$ cat src/rtl/uart_link_pkg.sv
// uart_link_pkg: shared state types and frame geometry for the UART word link.
package uart_link_pkg;
    typedef enum logic [1:0] {RX_HDR, RX_PAY, RX_HOLD} rx_state_e;
    typedef enum logic {TX_IDLE, TX_SEND} tx_state_e;
    localparam int FRAME_BYTES   = 5;
    localparam int PAYLOAD_BYTES = 4;
endpackage

$ cat src/rtl/uart_word_link.sv
// uart_word_link: frames 5-byte UART commands into one command word and
// serializes 32-bit responses into 5-byte UART frames.
module uart_word_link
    import uart_link_pkg::*;
#(
    parameter int unsigned TIMEOUT_CYCLES = 100_000,
    parameter logic [3:0]  CMD_SYNC       = 4'hA,
    parameter logic [7:0]  RESP_SYNC      = 8'h5A
) (
    input  logic        CLK_I,
    input  logic        RST_NI,
    input  logic        UART_RX_EMPTY_I,
    output logic        UART_RE_O,
    input  logic [7:0]  UART_DREC_I,
    input  logic        UART_TX_READY_I,
    output logic        UART_WE_O,
    output logic [7:0]  UART_DSEND_O,
    output logic        CMD_VALID_O,
    input  logic        CMD_READY_I,
    output logic [3:0]  CMD_O,
    output logic [31:0] DATA_O,
    input  logic        RESP_VALID_I,
    output logic        RESP_READY_O,
    input  logic [31:0] RESP_DATA_I,
    output logic        FRAME_ERR_O
);
    localparam int TW = $clog2(TIMEOUT_CYCLES);
    localparam logic [TW-1:0] TO_LAST = TW'(TIMEOUT_CYCLES - 1);
    rx_state_e rx_q, rx_d;
    tx_state_e tx_q, tx_d;
    logic [1:0]    bcnt_q, bcnt_d;
    logic [TW-1:0] cnt_q, cnt_d;
    logic [3:0]    cmd_q, cmd_d;
    logic [31:0]   data_q, data_d, rdata_q, rdata_d;
    logic          err_q, err_d;
    logic [2:0]    idx_q, idx_d, bsel;
    always_ff @(posedge CLK_I or negedge RST_NI) begin
        if (!RST_NI) begin
            rx_q   <= RX_HDR;
            bcnt_q <= '0;
            cnt_q  <= '0;
            cmd_q  <= '0;
            data_q <= '0;
            err_q  <= 1'b0;
        end else begin
            rx_q   <= rx_d;
            bcnt_q <= bcnt_d;
            cnt_q  <= cnt_d;
            cmd_q  <= cmd_d;
            data_q <= data_d;
            err_q  <= err_d;
        end
    end
    // Inter-byte counter only advances while waiting for payload; any pop restarts it.
    always_comb begin
        rx_d      = rx_q;
        bcnt_d    = bcnt_q;
        cnt_d     = '0;
        cmd_d     = cmd_q;
        data_d    = data_q;
        err_d     = 1'b0;
        UART_RE_O = 1'b0;
        unique case (rx_q)
            RX_HDR: begin
                UART_RE_O = ~UART_RX_EMPTY_I;
                if (UART_RE_O) begin
                    if (UART_DREC_I[7:4] == CMD_SYNC) begin
                        cmd_d  = UART_DREC_I[3:0];
                        bcnt_d = '0;
                        rx_d   = RX_PAY;
                    end else begin
                        err_d = 1'b1;
                    end
                end
            end
            RX_PAY: begin
                UART_RE_O = ~UART_RX_EMPTY_I;
                if (UART_RE_O) begin
                    data_d[8*bcnt_q +: 8] = UART_DREC_I;
                    bcnt_d = bcnt_q + 2'd1;
                    rx_d   = (bcnt_q == 2'(PAYLOAD_BYTES - 1)) ? RX_HOLD : RX_PAY;
                end else begin
                    cnt_d = cnt_q + 1'b1;
                    err_d = (cnt_d == TO_LAST);
                    rx_d  = err_d ? RX_HDR : RX_PAY;
                end
            end
            RX_HOLD: rx_d = CMD_READY_I ? RX_HDR : RX_HOLD;
            default: rx_d = RX_HDR;
        endcase
    end
    assign CMD_VALID_O = (rx_q == RX_HOLD);
    assign CMD_O       = cmd_q;
    assign DATA_O      = data_q;
    assign FRAME_ERR_O = err_q;
    always_ff @(posedge CLK_I or negedge RST_NI) begin
        if (!RST_NI) begin
            tx_q    <= TX_IDLE;
            idx_q   <= '0;
            rdata_q <= '0;
        end else begin
            tx_q    <= tx_d;
            idx_q   <= idx_d;
            rdata_q <= rdata_d;
        end
    end
    always_comb begin
        tx_d      = tx_q;
        idx_d     = idx_q;
        rdata_d   = rdata_q;
        UART_WE_O = 1'b0;
        unique case (tx_q)
            TX_IDLE: begin
                if (RESP_VALID_I) begin
                    rdata_d = RESP_DATA_I;
                    idx_d   = '0;
                    tx_d    = TX_SEND;
                end
            end
            TX_SEND: begin
                UART_WE_O = UART_TX_READY_I;
                if (UART_WE_O) begin
                    idx_d = idx_q + 3'd1;
                    tx_d  = (idx_q == 3'(FRAME_BYTES - 1)) ? TX_IDLE : TX_SEND;
                end
            end
            default: tx_d = TX_IDLE;
        endcase
    end
    assign bsel         = idx_q - 3'd1;
    assign RESP_READY_O = (tx_q == TX_IDLE);
    assign UART_DSEND_O = (tx_q != TX_SEND) ? 8'h00 :
                          (idx_q == 3'd0)   ? RESP_SYNC : rdata_q[{bsel[1:0], 3'b000} +: 8];
endmodule

$ cat config.mk
export PLATFORM = sky130hd
export DESIGN_NAME = uart_word_link
export DESIGN_NICKNAME = d
export VERILOG_FILES = /design/src/rtl/uart_link_pkg.sv /design/src/rtl/uart_word_link.sv
export SDC_FILE = /design/constraint.sdc
export NUM_CORES = 1
export LEC_CHECK = 0
export BUFFER_PORTS_ARGS = -buffer_cell sky130_fd_sc_hd__buf_4
export CORE_MARGIN = 3
export CORE_UTILIZATION = 54
export CTS_CLUSTER_SIZE = 12
export DETAILED_ROUTE_END_ITERATION = 10
export PLACE_DENSITY = 0.87
export SYNTH_ARGS = -nofsm -noshare
export SYNTH_HDL_FRONTEND = slang
export SYNTH_SLANG_ARGS = --single-unit
$ cat constraint.sdc
create_clock -name CLK_I -period 2.6 [get_ports CLK_I]
set_clock_uncertainty 0.15 [all_clocks]
set_input_delay 0.13 -clock CLK_I [delete_from_list [all_inputs] [get_ports CLK_I]]
set_output_delay 0.13 -clock CLK_I [all_outputs]
set_load 0.01 [all_outputs]
# Yosys cells after proc, flatten, opt, wreduce, memory -nomap -nowiden

Cells that the tools add are included.

Muxes and demuxes: 29
Add/subtract/negate cells: 5
Order comparisons: 0
Shift-type cells: 3
Bitwise gates (word level): 2
Equality and inequality tests: 11
Reductions and logical operators: 10
Div/mod/pow operators: 0
$mul: 0

Operators with widths:

| kind                                                  | count |
|---|---|
| two-way mux 17 bit                                    | 2 |
| negation 5 -> 34 bit                                  | 1 |
| variable shift 8 x 34 -> 32 bit, first input constant | 1 |
| indexed part select 8 x 34 -> 32 bit                  | 1 |
| bitwise mux 32 bit                                    | 1 |
| indexed part select 32 x 6 -> 8 bit                   | 1 |
| adder 17 x 1 -> 17 bit, second input constant         | 1 |
| equality test 17 bit, second input constant           | 1 |
| two-way mux 2 bit                                     | 8 |
| two-way mux 8 bit                                     | 2 |
| inequality test 2 bit, second input constant          | 5 |
| two-way mux 1 bit                                     | 9 |
| AND reduction 2 bit                                   | 4 |
| two-way mux 3 bit                                     | 2 |
| case mux 2 bit (3 select lines)                       | 1 |
| case mux 3 bit (2 select lines)                       | 1 |
| equality test 2 bit, second input constant            | 2 |
| equality test 4 bit, second input constant            | 1 |
| case mux 1 bit (2 select lines)                       | 2 |
| case mux 2 bit (2 select lines)                       | 1 |
| AND reduction 4 bit                                   | 1 |
| adder 3 x 1 -> 3 bit, second input constant           | 1 |
| equality test 3 bit, second input constant            | 1 |
| logical NOT 3 bit                                     | 1 |
| 8 further kinds                                       | 9 |

Memory bits (read-only): 0
RAM bits: 0
Bits in latches: 0
Memories kept: 0
Bits in registers: 94

# Depth between registers and ports, before layout

Gate-level depths: netlist (run 1).

Word-level depth: 5
Gate-level depth with buffers: 8
Mapped depth without buffers: 7

# Worst setup path after synthesis (run 1)

Ideal clock, no wire load.

Path kind: reg-to-reg
Start: register cnt_q[0]
End: register rx_q[0]
Arrival: 2016 ps
Stages on the path, launching flop included: 8
Slack: 313 ps
Clock period less this slack: 2287 ps
Buffers on the path: 1
Setup time: 121 ps
Cell sequence: dfrtp_1 -> ha_1 -> buf_4 -> nand2b_1 -> a311oi_1 -> o221ai_1 -> or4_1 -> a22o_1

Word-level cells in the longest chain between the ends: 5

RTL lines:

| what                            | line                 | RTL |
|---|---|---|
| start, declared                 | uart_word_link.sv:32 | `logic [TW-1:0] cnt_q, cnt_d;` |
| start signal, assigned          | uart_word_link.sv:48 | `cnt_q <= cnt_d;` |
| adder 17 x 1 -> 17 bit          | uart_word_link.sv:83 | `cnt_d = cnt_q + 1'b1;` |
| equality test 17 bit            | uart_word_link.sv:84 | `err_d = (cnt_d == TO_LAST);` |
| two-way mux 1 bit               | uart_word_link.sv:85 | `rx_d = err_d ? RX_HDR : RX_PAY;` |
| two-way mux 2 bit               | uart_word_link.sv:78 | `if (UART_RE_O) begin` |
| case mux 2 bit (3 select lines) | uart_word_link.sv:63 | `unique case (rx_q)` |
| end signal, assigned            | uart_word_link.sv:46 | `rx_q <= rx_d;` |
| end, declared                   | uart_word_link.sv:29 | `rx_state_e rx_q, rx_d;` |

Every way passes these cells.
A chain may end at the register's enable or synchronous reset.

# Worst setup path after layout (run 1)

Start: register cnt_q[1]
End: register rx_q[0]

Same word-level chain as after synthesis.

==> results.json, run 1 <==
{
  "grt_overflow_total": 0,
  "hold_path_class": "input pin to async pin",
  "r2r_cells": 7,
  "nFillCells": 481,
  "endpoint": "rx_q[0]",
  "coreArea_sq_um": 7850,
  "die_height_um": 96.7,
  "start_kind": "flop",
  "diodes": 0,
  "seq_area_frac_synth": 0.529,
  "drtIter0Drc": 160,
  "pwr_density_cell_nw_per_um2": 973,
  "multi_input_area_sq_um": 1960,
  "htreeDepth": 3,
  "slew_violations": 0,
  "synth_top_area_frac": 0.529,
  "crit_required_ps": 2700,
  "yosys_warnings": 0,
  "min_period_ps": 2440,
  "cts_root_buffer": "clkbuf_8",
  "worstMarginPinSlew_ps": 575,
  "synth-seq-cells": 94,
  "clk_pin_slew_ps": 100,
  "register_area_sq_um": 2350,
  "wl_um": 11200,
  "ant_nets": 0,
  "max_clock_freq_mhz": 410,
  "post-synth-top-area-cell": "dfrtp_1",
  "post-route-period-util": 0.937,
  "setup_tns_ps": 0,
  "route.detailed.wl_per_inst_um": 16.9,
  "drv_cap": 0,
  "grt_pass1_vias": 3535,
  "routabilityCongestion": 0.931,
  "area_growth_pct": 32.7,
  "synth_area_leaders": "dfrtp_1 (53%), mux2_2 (9.1%), nand2_1 (7.2%)",
  "grt_pass1_wl_um": 18600,
  "startpoint": "cnt_q[1]",
  "p_leak_uw": 0.00267,
  "synth_cell_types": 46,
  "synth_area_per_cell_sq_um": 10.7,
  "hold_violations": 0,
  "layout.nets": 610,
  "total_power_uw": 5740,
  "placed_area_sq_um": 5280,
  "arrival_ps": 2540,
  "via_per_inst": 5.26,
  "numCtsBuffers": 9,
  "clockBufferDepth": 2,
  "synthArstFlopShare": 1.00,
  "worstPathMaxFanout": 9,
  "fin_area_sq_um": 5900,
  "endpoint_kind": "flop",
  "dieArea_sq_um": 9360,
  "rows": 32,
  "synth_nets": 470,
  "fin_ws_ps": 163,
  "crit-reg2reg-capture": "rx_q[0]",
  "drive_gt1_frac": 0.304,
  "cts_sinks": 94,
  "status": "finished, final reports clean",
  "cts_tree": "yes",
  "dp_hpwl_um": 7170,
  "grt_max_degree": 95,
  "grt_use_total": 0.249,
  "ys.flop_type": "dfrtp_1",
  "holdWs_ps": 190,
  "setup_viol": 0,
  "dr.pass1.iters": 5,
  "post-route-drc-count": 0,
  "synth_edf_count": 0,
  "antenna_found_initial": 0,
  "ir_worst_vdd_mv": 0.608,
  "crit_type": "flop to flop",
  "syn-instance-count": 415,
  "via_count": 3480,
  "die-width_um": 96.7,
  "slew_headroom": 0.615,
  "insertion_delay_ps": 360,
  "syn_area_sq_um": 4450,
  "numPortBuffers": 94,
  "preCtsSetupSlack_ps": 89.7,
  "initial_core_util": 0.566,
  "r2r_setup_slack_ps": 160,
  "r2r_start": "cnt_q[1]",
  "pin_count": 95,
  "post_cts_buffers": 0,
  "rsz0062_at_grt": "false"
}
-- cells in the final DEF, fill, tap and decap left out, types with 2 or more instances in the layout --
cell type,instances
and2_1,2
xor2_1,9
nand2b_1,6
and3_1,3
dfrtp_1,94
nor3b_1,3
xnor2_1,8
nand3_1,8
clkinv_2,2
nor2_1,32
buf_4,101
a31oi_1,2
ha_1,8
mux4_2,8
nand4_1,7
nand4b_1,2
nand2_1,85
clkbuf_8,9
a311oi_1,2
buf_12,2
nor2b_1,6
dlygate4sd3_1,44
mux2_2,36
a22o_1,2
a21oi_1,4
o21ai_0,35
nor3_1,3
inv_1,12
-- logic make-up after synthesis --
group | count (synthesis) | share of synthesized area
DFF | 94 | 0.529
xor gates and xnor gates | 17 | 0.0335
muxes | 44 | 0.132
buffers and inverters | 30 | 0.0307
AOI/OAI and AO/OA | 52 | 0.0673
and+or+nand+nor | 169 | 0.182
adders and majority gates | 9 | 0.0253
-- registers in the layout, indices dropped and copies added, names as in the netlist, 2 cells and up --
signal   count
CMD_O        4
DATA_O      32
rdata_q     32
cnt_q       17
rx_q         2
bcnt_q       2
idx_q        3
-- worst min path at each step --
stage,startpoint,endpoint,slack (ps),cells after the start
2_1_floorplan,RST_NI,CMD_O[0],-320,0
6_report,RST_NI,rdata_q[19],190,3
5_1_grt,RESP_VALID_I,rdata_q[21],230,3
3_5_place_dp,RST_NI,rdata_q[27],70,2
3_3_place_gp,RST_NI,rdata_q[27],60,2
4_1_cts,RST_NI,rdata_q[27],220,3
-- routing by layer --
layer | track usage | share of wire | vias up | routed length (um)
met2 | 0.420 | 0.52 | 113 | 5810
met5 | 0 | 0 | - | 0
li1 | - | - | 1694 | -
met4 | 0.106 | 0.020 | 0 | 221
met3 | 0.0476 | 0.046 | 18 | 514
met1 | 0.316 | 0.41 | 1655 | 4640
-- stage by stage --
step                       util  std cells
final                     0.752        662
after global routing      0.752        662
after CTS                 0.751        662
after detailed placement  0.673        602
after global placement    0.673        602
after floorplan               -        415
-- repair_timing --
action,CTS,global route
hold buffers,44,0
endpoints found under the hold margin,166,0
setup endpoints to repair,0,2
gates resized for setup,0,1
-- layout make-up --
cell class	count	share of cell area
multi-input cells	291	0.333
clock buffers	10	0.0216
flip-flops and latches	94	0.399
well taps	102	0.0216
repair buffers	147	0.210
clock inverters	6	0.00785
inverters	12	0.00764
-- Yosys cell counts, types with 2 or more instances --
library cell	count
nand3_1	8
inv_1	12
nand4b_1	2
mux2_2	36
nor2_1	32
a31oi_1	2
clkbuf_1	8
o21ai_0	35
nand4_1	7
xor2_1	9
mux4_2	8
nor2b_1	7
dfrtp_1	94
xnor2_1	8
nand2b_1	6
buf_1	4
and3_1	3
a311oi_1	2
a22o_1	2
nand2_1	85
a21oi_1	4
nor3_1	3
ha_1	9
and2_1	2
nor3b_1	3
buf_4	4
-- power by group --
group / switching, uW / internal, uW
sequential: 355 / 1980
clock: 523 / 357
combinational: 1170 / 1350
-- worst max-delay path, stage by stage, from the launching register on --
cell	delay, ps
dfrtp_1	450
ha_2	300
nand4_1	140
nor2_2	230
a41o_1	210
o221ai_1	90
or4_1	560
a22o_1	200
Note: power is estimated with default switching activity, not from simulation.
==> inputs of run 2 (changes only) <==
--- a/config.mk
+++ b/config.mk
@@ -5,12 +5,13 @@
 export SDC_FILE = /design/constraint.sdc
 export NUM_CORES = 1
 export LEC_CHECK = 0
+export ABC_AREA = 1
 export BUFFER_PORTS_ARGS = -buffer_cell sky130_fd_sc_hd__buf_4
 export CORE_MARGIN = 3
-export CORE_UTILIZATION = 54
+export CORE_UTILIZATION = 55
 export CTS_CLUSTER_SIZE = 12
 export DETAILED_ROUTE_END_ITERATION = 10
-export PLACE_DENSITY = 0.87
+export PLACE_DENSITY = 0.88
 export SYNTH_ARGS = -nofsm -noshare
 export SYNTH_HDL_FRONTEND = slang
 export SYNTH_SLANG_ARGS = --single-unit
==> results.json, run 2 <==
{
  "insertion_delay_ps": 360,
  "r2r_cells": 8,
  "grt_pass1_vias": 4179,
  "crit_required_ps": 2320,
  "pwr_density_cell_nw_per_um2": 1000,
  "endpoint_kind": "primary output",
  "routabilityCongestion": 0.879,
  "coreArea_sq_um": 7890,
  "cpMostUsedCell": "inv_1",
  "preCtsSetupSlack_ps": 367,
  "syn_area_sq_um": 4550,
  "post-route-drc-count": 0,
  "drtIter0Drc": 153,
  "hold_violations": 0,
  "routed.top_layer": "met4",
  "ant_nets": 0,
  "crit-reg2reg-capture": "DATA_O[20]",
  "grt_use_total": 0.260,
  "arrival_ps": 2170,
  "slew_headroom": 0.490,
  "final_common_cell": "nand2_1",
  "grt_overflow_total": 0,
  "synth_area_leaders": "dfrtp_1 (52%), nand2_1 (11%), mux2_2 (7.9%)",
  "hold_depth": 4,
  "path_cells": "inv_1 > ha_2 > inv_1 > o21ai_0 > o221ai_1 > nand2_1 > inv_1 > buf_4",
  "pin_count": 95,
  "hold_path_class": "input pin to flop",
  "r2r_setup_slack_ps": 310,
  "layout_common_cells": "nand2_1 (132), buf_4 (98), dfrtp_1 (94)",
  "slew_violations": 0,
  "synth_top_area_frac": 0.517,
  "initial_core_util": 0.577,
  "synthArstFlopShare": 1.00,
  "via_count": 4083,
  "rsz0062_at_grt": "false",
  "start_kind": "flop",
  "ir_worst_vdd_mv": 0.695,
  "fin_ws_ps": 151,
  "synth_cell_types": 35,
  "via_per_inst": 5.41,
  "layout.nets": 704,
  "dr.pass1.iters": 5,
  "max_stage_delay_ps": 410,
  "clk_pin_slew_ps": 100,
  "wl_met1_um": 4970,
  "p_leak_uw": 0.00287,
  "synth_edf_count": 0,
  "setup_tns_ps": 0,
  "nFillCells": 515,
  "startpoint": "idx_q[1]",
  "wl_met3_um": 783,
  "clockBufferDepth": 2,
  "status": "finished, final reports clean",
  "critical_path.top_delay_family": "buffers and inverters",
  "dp_hpwl_um": 8000,
  "antenna_found_initial": 0,
  "numPortBuffers": 94,
  "rows": 32,
  "wl_um": 12200,
  "route.detailed.wl_per_inst_um": 16.1,
  "synthTopCellsByCount": "nand2_1 (132), dfrtp_1 (94), nor2_1 (48)",
  "die-width_um": 97.0,
  "synth_area_per_cell_sq_um": 8.94,
  "post-synth-top-area-cell": "dfrtp_1",
  "cts_tree": "yes",
  "seq_area_frac_synth": 0.517,
  "post_cts_buffers": 0,
  "yosys_warnings": 0,
  "worst_path_max_delay_cell": "dfrtp_1",
  "diodes": 0,
  "cts_root_buffer": "clkbuf_8",
  "setup_viol": 0,
  "syn-instance-count": 509,
  "grt_pass1_wl_um": 20000,
  "r2r_start": "bcnt_q[0]",
  "dieArea_sq_um": 9400,
  "htreeDepth": 3,
  "worst-path-stages": 8,
  "min_period_ps": 2450,
  "worstPathBufferInverterCount": 4,
  "post-route-period-util": 0.942,
  "endpoint": "UART_DSEND_O[1]",
  "drive_gt1_frac": 0.276,
  "cts_sinks": 94,
  "worstPathMaxFanout": 9,
  "met2WireLength_um": 6170,
  "max_clock_freq_mhz": 408,
  "drv_cap": 0,
  "synth_nets": 564,
  "die_height_um": 97.0,
  "crit_type": "flop to primary output",
  "ys.flop_type": "dfrtp_1",
  "yosysMostFrequentCell": "nand2_1",
  "numCtsBuffers": 9,
  "grt_max_degree": 62,
  "area_growth_pct": 32.5,
  "synth-seq-cells": 94,
  "worstMarginPinSlew_ps": 766
}
==> run 2: layout make-up <==
class,instances,area [sq um],share of cell area
flip-flops and latches,94,2350,0.390
clock inverters,6,93.8,0.0156
repair buffers,143,1200,0.198
clock buffers,9,124,0.0205
well taps,102,128,0.0212
multi-input cells,354,1960,0.325
inverters,47,176,0.0292
==> run 2: worst min-delay path, cell delays in order <==
cell and delay [ps]:
buf_4 80, nand2_1 40, buf_4 260, nand2_1 120
==> run 2: per-layer routing <==
layer  up-vias  track usage
li1       1934            -
met1      1951        0.327
met2       174        0.449
met3        24       0.0598
met4         0       0.0713
met5         -            0
==> run 2: cell families after synthesis <==
kind of cell             Yosys count  share of synthesized area
XOR/XNOR                           2                    0.00385
multiplexers                      33                     0.0816
adder cells (fa/ha/maj)            9                     0.0247
buffers and inverters             61                     0.0528
AO/OA/AOI/OAI                     76                     0.0948
flip-flops                        94                      0.517
AND/OR/NAND/NOR                  234                      0.225
==> run 2: where the power goes <==
group | internal (uW) | switching [uW]
combinational | 1200 | 1450
sequential | 1970 | 345
clock | 545 | 528
total | 3710 | 2320
==> run 2: stage by stage <==
step,area (sq um),instances,util,power [uW],hold WS [ps]
2_1_floorplan,4550,509,-,3750,-316
3_3_place_gp,5370,696,0.681,4660,110
3_5_place_dp,5370,696,0.681,4800,104
4_1_cts,6030,755,0.764,5940,135
5_1_grt,6030,755,0.765,6410,195
6_report,6030,755,0.765,6030,167
==> run 2: worst min path at each step <==
stage                             from  endpoint  slack, ps
after floorplan                 RST_NI  CMD_O[0]       -320
after global placement          RST_NI  cnt_q[0]        110
after detailed placement        RST_NI  cnt_q[2]        100
after CTS                 RESP_VALID_I      tx_q        130
after global routing      RESP_VALID_I      tx_q        200
final                     RESP_VALID_I      tx_q        170
==> run 2: timing repair <==
item / 4_1_cts / 5_1_grt
setup endpoints to repair: 0 / 4
resized for setup: 0 / 1
hold buffers: 44 / 0
hold endpoints to repair: 121 / 0
